$ cat src/rtl/ysyx_23060075_ifu_fetch_buf.sv
// ysyx_23060075_ifu_fetch_buf
//
// Instruction fetch unit with a decoupled valid/ready instruction-memory
// port and a small instruction queue toward decode. Owns the fetch PC, keeps
// at most one memory transaction outstanding, and queues returned
// instructions together with their PC and fault bit. Control-flow redirects
// from execute flush the queue and cause any in-flight response to be dropped.
//
// Ports:
//   clk, rst                 clock, synchronous active-high reset
//   fetch_en                 permits new fetch requests
//   redirect_valid/_pc       control-flow redirect and its target (low 2 bits ignored)
//   imem_req_valid/_ready    fetch request handshake
//   imem_req_addr            fetch address (stable while request pending)
//   imem_rsp_valid/_data/_err   fetch response, always accepted
//   inst_valid/_ready        queue head handshake toward decode
//   inst, inst_pc, inst_snpc, inst_fault   queue head contents
module ysyx_23060075_ifu_fetch_buf #(
    parameter int unsigned ISA_WIDTH = 32,
    parameter int unsigned INST_WIDTH = 32,
    parameter logic [ISA_WIDTH-1:0] RESET_PC = 32'h8000_0000,
    parameter int unsigned QUEUE_DEPTH = 2
) (
    input  logic                  clk,
    input  logic                  rst,
    input  logic                  fetch_en,
    input  logic                  redirect_valid,
    input  logic [ISA_WIDTH-1:0]  redirect_pc,
    output logic                  imem_req_valid,
    input  logic                  imem_req_ready,
    output logic [ISA_WIDTH-1:0]  imem_req_addr,
    input  logic                  imem_rsp_valid,
    input  logic [INST_WIDTH-1:0] imem_rsp_data,
    input  logic                  imem_rsp_err,
    output logic                  inst_valid,
    input  logic                  inst_ready,
    output logic [INST_WIDTH-1:0] inst,
    output logic [ISA_WIDTH-1:0]  inst_pc,
    output logic [ISA_WIDTH-1:0]  inst_snpc,
    output logic                  inst_fault
);

    localparam int unsigned PTR_W = (QUEUE_DEPTH > 1) ? $clog2(QUEUE_DEPTH) : 1;
    localparam int unsigned CNT_W = $clog2(QUEUE_DEPTH + 1);
    localparam logic [CNT_W-1:0] DEPTH_C = CNT_W'(QUEUE_DEPTH);
    localparam logic [PTR_W-1:0] LAST_PTR = PTR_W'(QUEUE_DEPTH - 1);
    localparam logic [ISA_WIDTH-1:0] PC_STEP = ISA_WIDTH'(4);

    typedef enum logic [1:0] {
        S_IDLE,
        S_REQ,
        S_WAIT,
        S_DROP
    } state_t;

    state_t                 state, state_n;
    logic [ISA_WIDTH-1:0]   fetch_pc, fetch_pc_n;
    logic [ISA_WIDTH-1:0]   req_addr, req_addr_n;
    logic                   stale, stale_n;

    logic [INST_WIDTH-1:0]  q_data [QUEUE_DEPTH];
    logic [ISA_WIDTH-1:0]   q_pc   [QUEUE_DEPTH];
    logic [QUEUE_DEPTH-1:0] q_fault;
    logic [PTR_W-1:0]       head, tail;
    logic [CNT_W-1:0]       count, count_after;

    logic                   push, pop;
    logic [ISA_WIDTH-1:0]   redirect_target;

    function automatic logic [PTR_W-1:0] ptr_inc(input logic [PTR_W-1:0] p);
        return (p == LAST_PTR) ? '0 : p + PTR_W'(1);
    endfunction

    // Masking keeps every redirect_pc bit in use while forcing word alignment.
    assign redirect_target = redirect_pc & ~ISA_WIDTH'(3);

    // A response arriving together with a redirect belongs to the old path.
    assign push        = (state == S_WAIT) && imem_rsp_valid && !redirect_valid;
    assign pop         = inst_ready && (count != '0);
    assign count_after = count + CNT_W'(push) - CNT_W'(pop);

    always_ff @(posedge clk) begin
        if (rst) begin
            state    <= S_IDLE;
            fetch_pc <= RESET_PC;
            req_addr <= RESET_PC;
            stale    <= 1'b0;
        end else begin
            state    <= state_n;
            fetch_pc <= fetch_pc_n;
            req_addr <= req_addr_n;
            stale    <= stale_n;
        end
    end

    always_comb begin
        state_n        = state;
        fetch_pc_n     = fetch_pc;
        req_addr_n     = req_addr;
        stale_n        = stale;
        imem_req_valid = 1'b0;

        unique case (state)
            S_IDLE: begin
                if (fetch_en && !redirect_valid && (count < DEPTH_C)) begin
                    req_addr_n = fetch_pc;
                    state_n    = S_REQ;
                end
            end
            S_REQ: begin
                imem_req_valid = 1'b1;
                if (imem_req_ready) begin
                    fetch_pc_n = req_addr + PC_STEP;
                    state_n    = (stale || redirect_valid) ? S_DROP : S_WAIT;
                    stale_n    = 1'b0;
                end else if (redirect_valid) begin
                    // The request cannot be withdrawn; remember to drop its response.
                    stale_n = 1'b1;
                end
            end
            S_WAIT: begin
                if (redirect_valid) begin
                    state_n = imem_rsp_valid ? S_IDLE : S_DROP;
                end else if (imem_rsp_valid) begin
                    if (fetch_en && (count_after < DEPTH_C)) begin
                        req_addr_n = fetch_pc;
                        state_n    = S_REQ;
                    end else begin
                        state_n = S_IDLE;
                    end
                end
            end
            S_DROP: begin
                if (imem_rsp_valid) begin
                    state_n = S_IDLE;
                end
            end
            default: state_n = S_IDLE;
        endcase

        if (redirect_valid) begin
            fetch_pc_n = redirect_target;
        end
    end

    always_ff @(posedge clk) begin
        if (rst) begin
            head    <= '0;
            tail    <= '0;
            count   <= '0;
            q_fault <= '0;
            for (int unsigned i = 0; i < QUEUE_DEPTH; i++) begin
                q_data[i] <= '0;
                q_pc[i]   <= '0;
            end
        end else if (redirect_valid) begin
            head  <= '0;
            tail  <= '0;
            count <= '0;
        end else begin
            if (push) begin
                q_data[tail]  <= imem_rsp_data;
                q_pc[tail]    <= req_addr;
                q_fault[tail] <= imem_rsp_err;
                tail          <= ptr_inc(tail);
            end
            if (pop) begin
                head <= ptr_inc(head);
            end
            count <= count_after;
        end
    end

    assign imem_req_addr = req_addr;
    assign inst_valid    = (count != '0);
    assign inst          = q_data[head];
    assign inst_pc       = q_pc[head];
    assign inst_snpc     = q_pc[head] + PC_STEP;
    assign inst_fault    = q_fault[head];

endmodule

$ cat config.mk
export PLATFORM = sky130hd
export DESIGN_NAME = ysyx_23060075_ifu_fetch_buf
export DESIGN_NICKNAME = d
export VERILOG_FILES = /design/src/rtl/ysyx_23060075_ifu_fetch_buf.sv
export SDC_FILE = /design/constraint.sdc
export NUM_CORES = 1
export LEC_CHECK = 0
export CELL_PAD_IN_SITES_DETAIL_PLACEMENT = 1
export CELL_PAD_IN_SITES_GLOBAL_PLACEMENT = 1
export CORE_ASPECT_RATIO = 0.8
export CORE_MARGIN = 5
export CORE_UTILIZATION = 41
export DETAILED_ROUTE_END_ITERATION = 12
export GPL_TIMING_DRIVEN = 0
export PLACE_DENSITY_LB_ADDON = 0.1
export REMOVE_ABC_BUFFERS = 1
export SETUP_SLACK_MARGIN = 0.2
export SYNTH_ARGS = -nofsm -noshare
export SYNTH_HDL_FRONTEND = slang
export SYNTH_SLANG_ARGS = --single-unit
$ cat constraint.sdc
create_clock -name clk -period 5.45 [get_ports clk]
set_input_delay 0.8175 -clock clk [delete_from_list [all_inputs] [get_ports clk]]
set_output_delay 0.8175 -clock clk [all_outputs]
set_load 0.01 [all_outputs]
Word level (Yosys, flattened, before mapping)
Memories as Yosys holds them, arrays and structs flattened. A register that Yosys moved wholly into a read port is not among the register bits.
Cells that the tools add are included.
Storage, ports and cells
  register bits: 73
  memory bits (writable): 128
  input port bits: 72
  output and inout port bits: 131
  memories: 2
Memory list
  q_data: depth 2, bits a word 32, rd ports 1, clocked after Yosys merged registers in 1, wr ports 2, line 61  | logic [INST_WIDTH-1:0] q_data [QUEUE_DEPTH];
  q_pc: depth 2, bits a word 32, rd ports 1, clocked after Yosys merged registers in 1, wr ports 2, line 62  | logic [ISA_WIDTH-1:0] q_pc [QUEUE_DEPTH];
Operators by class
  $add $sub $neg: 6
  magnitude comparators: 5
  equality and inequality tests: 10
  muxes and demuxes: 43
  bitwise logic cells: 1
  reductions and logical operators: 23
Operators with widths (number)
  $mux W32: 9
  $add A32 B3 Y32 const B: 2
  $pmux W32 S2: 1
  $reduce_or A32 Y1: 2
  $mux W1: 24
  $mux W2: 6
  $ne A2 B2 Y1 const B: 5
  $pmux W2 S4: 1
  $reduce_and A2 Y1: 4
  $reduce_bool A2 Y1: 4
  $logic_and A1 B1 Y1: 7
  $reduce_and A5 Y1: 1
  $eq A2 B2 Y1 const B: 2
  $lt A1 B2 Y1 const B: 2
  $lt A2 B2 Y1 const B: 2
  $reduce_and A4 Y1: 1
  $ne A3 B3 Y1 const B: 1
  $add A1 B1 Y1 const B: 2
  $add A2 B1 Y2: 1
  $bwmux W2: 1
  $eq A2 B1 Y1 const B: 1
  $logic_not A2 Y1: 1
  $ne A2 B1 Y1 const B: 1
  $reduce_or A2 Y1: 1
  6 further kinds: 6

Depth between registers and ports, before layout
  depth after elaboration: 11
  gate-level depth with buffers: 14

Worst setup path after synthesis
OpenSTA, ideal clock, no wires.
  kind: input to register
  from: input port imem_rsp_valid
  to: memory q_data[0][0], enable pin
  setup time: 0.501 ns
  data arrival time: 4.341 ns
  required time: 4.949 ns
  slack: 0.609 ns
  stages: 4
  cells stage by stage: nand2_1 > nor3_1 > inv_2 > o21bai_1
RTL lines
  from (decl): line 32  | input logic imem_rsp_valid,
  to (decl): line 61

==> run metrics <==
Syn-to-layout area delta 31.2%; Routed Antenna Nets 0; min cycle time layout 4.70 ns; status finished, final reports clean; Clock Latency Late Sink 0.50 ns; YS warnings 0; H-tree levels 1; largest net degree at the start of global routing 108; setup TNS 0 ns; vias in the first global route 7,857; initial antenna violation count 0; full die area 28,100 um^2; Yosys top cell area share 0.377; maximum buffer depth of the clock tree 3; Worst Path Required 4.63 ns; Die X 186 um; Clock Skew 0.00741 ns; post-synthesis register bit count 202; CP startpoint kind register; Crit Path Class register to output port; fraction of layout cells with a size suffix above 1 0.108; Final Setup Violations 0; Post-Synthesis Cells 939; Slew Limit Fails 0; relative slew slack 0.0647; Internal 2.87 mW; post-synthesis sequential area ratio 0.523; CTS buffer count 23; max frequency 0.213 GHz; Total Routed Length 28,300 um; PD cells 275 nW/um^2; Port Buf Inserts 200; total congestion overflow 0; Final Net Count 1,186; drt wl/cell 19.6 um; Seq pwr share 0.467; LEAKAGE 4.74 nW; largest area contributor in the netlist edfxtp_1; DRC errors left 0; combinational power share 0.089; Synth async-reset ratio 0; M1 GR Usage 0.271; postcts setup bufs 0; Initial Util 0.417; CTS Hold Buffers Added 0; Sw Pwr 0.804 mW; main flop type after synthesis edfxtp_1; Max IR drop VDD 0.231 mV; Hold Crit Class register to register; hold_ws 0.456 ns; via/cell ratio 5.28; Top Usage Layer GRT met2; Starting DRT DRC Count 338; Post-DP Area 12,600 um^2; CTS clk-pin slew, worst paths 0.06 ns; antenna cells 0; post-route cell area 13,400 um^2; # rows 51; CTS tree done; post_cts resized 0; Post-synth EDFFs 128; DPL Wire Length 19,400 um; CP arrival 3.88 ns; endpoints failing hold 0; top post-synthesis cells by area edfxtp_1, dfxtp_1, and2_1; first-pass GRT wire length 44,200 um; Switching Share 0.219; met3 Track Usage GR 0.0384; MaxCap Viol Count 0; Mean Syn Cell Area 10.9 um^2; Detailed Routing Iterations Pass 1 5; M2 GR Usage 0.333; crit-path max FO 30; Synth cell types 65; Via Count 7,630; Setup crit end kind output port; clk sinks 202; Die H 151 um; Clock power frac 0.444; RSZ-0062 raised after global routing no; Slew @ Worst Pin 1.40 ns; I/O pins 203; fin crit share 0.862; GRT Util Overall 0.199; Core ar. 24,400 um^2; root buf cell clkbuf_16; gpl congestion 0.717; Cell Area, Synth 10,200 um^2
==> power by group through the flow <==
stage / Clock (mW) / Combinational [mW] / Sequential (mW)
floorplan: 0 / 0.135 / 1.74
global placement: 0 / 0.315 / 1.75
detailed placement: 0 / 0.328 / 1.75
CTS: 1.67 / 0.331 / 1.72
global route: 1.73 / 0.352 / 1.72
finish: 1.63 / 0.326 / 1.72
==> logic make-up (layout without fill, tap and decap cells) <==
kind of cell               after synthesis  count (layout)  share of synthesized area
and+or+nand+nor                        405             405                      0.233
DFF                                    202             202                      0.523
AOI/OAI and AO/OA                      107             107                     0.0681
muxes                                   90              90                     0.0947
buffers and inverters                   85             272                     0.0376
xor gates and xnor gates                46              46                     0.0395
adders and majority gates                4               4                    0.00491
==> synthesized netlist by cell type, drive strengths merged (2+ instances only) <==
cell	instances
a211oi	7
a21o	7
a21oi	26
a221oi	2
a31oi	11
a32o	4
and2	127
and3	5
and3b	2
and4	5
buf	25
clkbuf	42
dfxtp	74
edfxtp	128
ha	4
inv	18
mux2	51
mux2i	39
nand2	52
nand2b	63
nand3	23
nand3b	12
nand4	19
nand4b	3
nor2	46
nor2b	7
nor3	14
nor3b	2
nor4	14
o211ai	2
o21a	7
o21ai	22
o22ai	8
o31a	3
or2	4
or2b	2
or4	4
xnor2	26
xor2	20
==> metrics by stage <==
stage                     worst slack [ns]  std cells  utilization  total power [mW]
after detailed placement              1.07       1403        0.514              2.08
final                                0.753       1444        0.547              3.67
after CTS                            0.649       1444        0.547              3.71
after global routing                 0.484       1444        0.547              3.81
after floorplan                      0.604        872            -              1.88
after global placement               -5.04       1390        0.502              2.07
==> state kept, by name (all words and copies together), names as in the netlist, named ones only <==
name and flops:
head 1, q_data 64, count 2, q_pc 64, tail 1, stale 1, fetch_pc 32, state 2
imem_req_addr 32, q_fault 2
==> worst paths after layout <==
path,startpoint,endpoint,slack (ns),cells after the start
setup / recovery,register,inst_snpc[30],0.75,10
hold reg to reg,fetch_pc[0],fetch_pc[0],0.46,2
setup reg to reg,state[1],imem_req_addr[20],1.90,12
hold / removal,fetch_pc[0],fetch_pc[0],0.46,2
==> area by class of cell <==
cell class	count	area, um^2
multi-input cells	652	4510
fillers	2585	11100
clock buffers	29	639
flip-flops and latches	202	5330
clock inverters	12	158
repair buffers	213	2260
inverters	18	67.6
well taps	318	398
==> critical path, cell delays in order (launching register included) <==
cell,delay [ns]
dfxtp_4,0.62
nand2_1,0.08
and2_1,0.20
inv_1,0.08
ha_1,0.23
inv_1,0.07
a211oi_2,0.49
nand4_1,0.50
nor3_1,0.36
xnor2_1,0.16
clkdlybuf4s50_1,0.56
==> cell usage in the layout, fill, tap and decap left out, types with 4 or more instances in the layout <==
cell type,synthesis,routed
a21o_1,7,6
ha_1,4,4
nor2_1,46,46
and4_1,4,4
xnor2_1,26,26
a31oi_1,11,11
o21a_1,7,7
a21oi_1,26,26
clkdlybuf4s50_1,0,198
mux2_2,51,51
o21ai_1,9,9
buf_6,3,4
dfxtp_1,74,73
a32o_1,4,4
clkinv_1,0,5
a211oi_1,6,6
and2_1,125,125
edfxtp_1,128,128
nor4_1,11,11
nand3b_1,12,12
clkbuf_16,0,24
nand2b_1,63,63
nand2_1,52,52
nand4_1,17,17
xor2_1,20,20
inv_1,17,17
nor3_1,13,13
o21ai_0,13,13
and3_1,5,4
nand3_1,21,21
mux2i_1,39,39
bufinv_16,0,4
nor2b_1,7,7
buf_16,0,6
o22ai_1,8,8
==> metal layers <==
metal	wire length, um	vias up
met2	13400	178
met5	0	-
met3	1620	29
met4	467	0
li1	-	3651
met1	12800	3772
(Power assumes the default switching activity.)
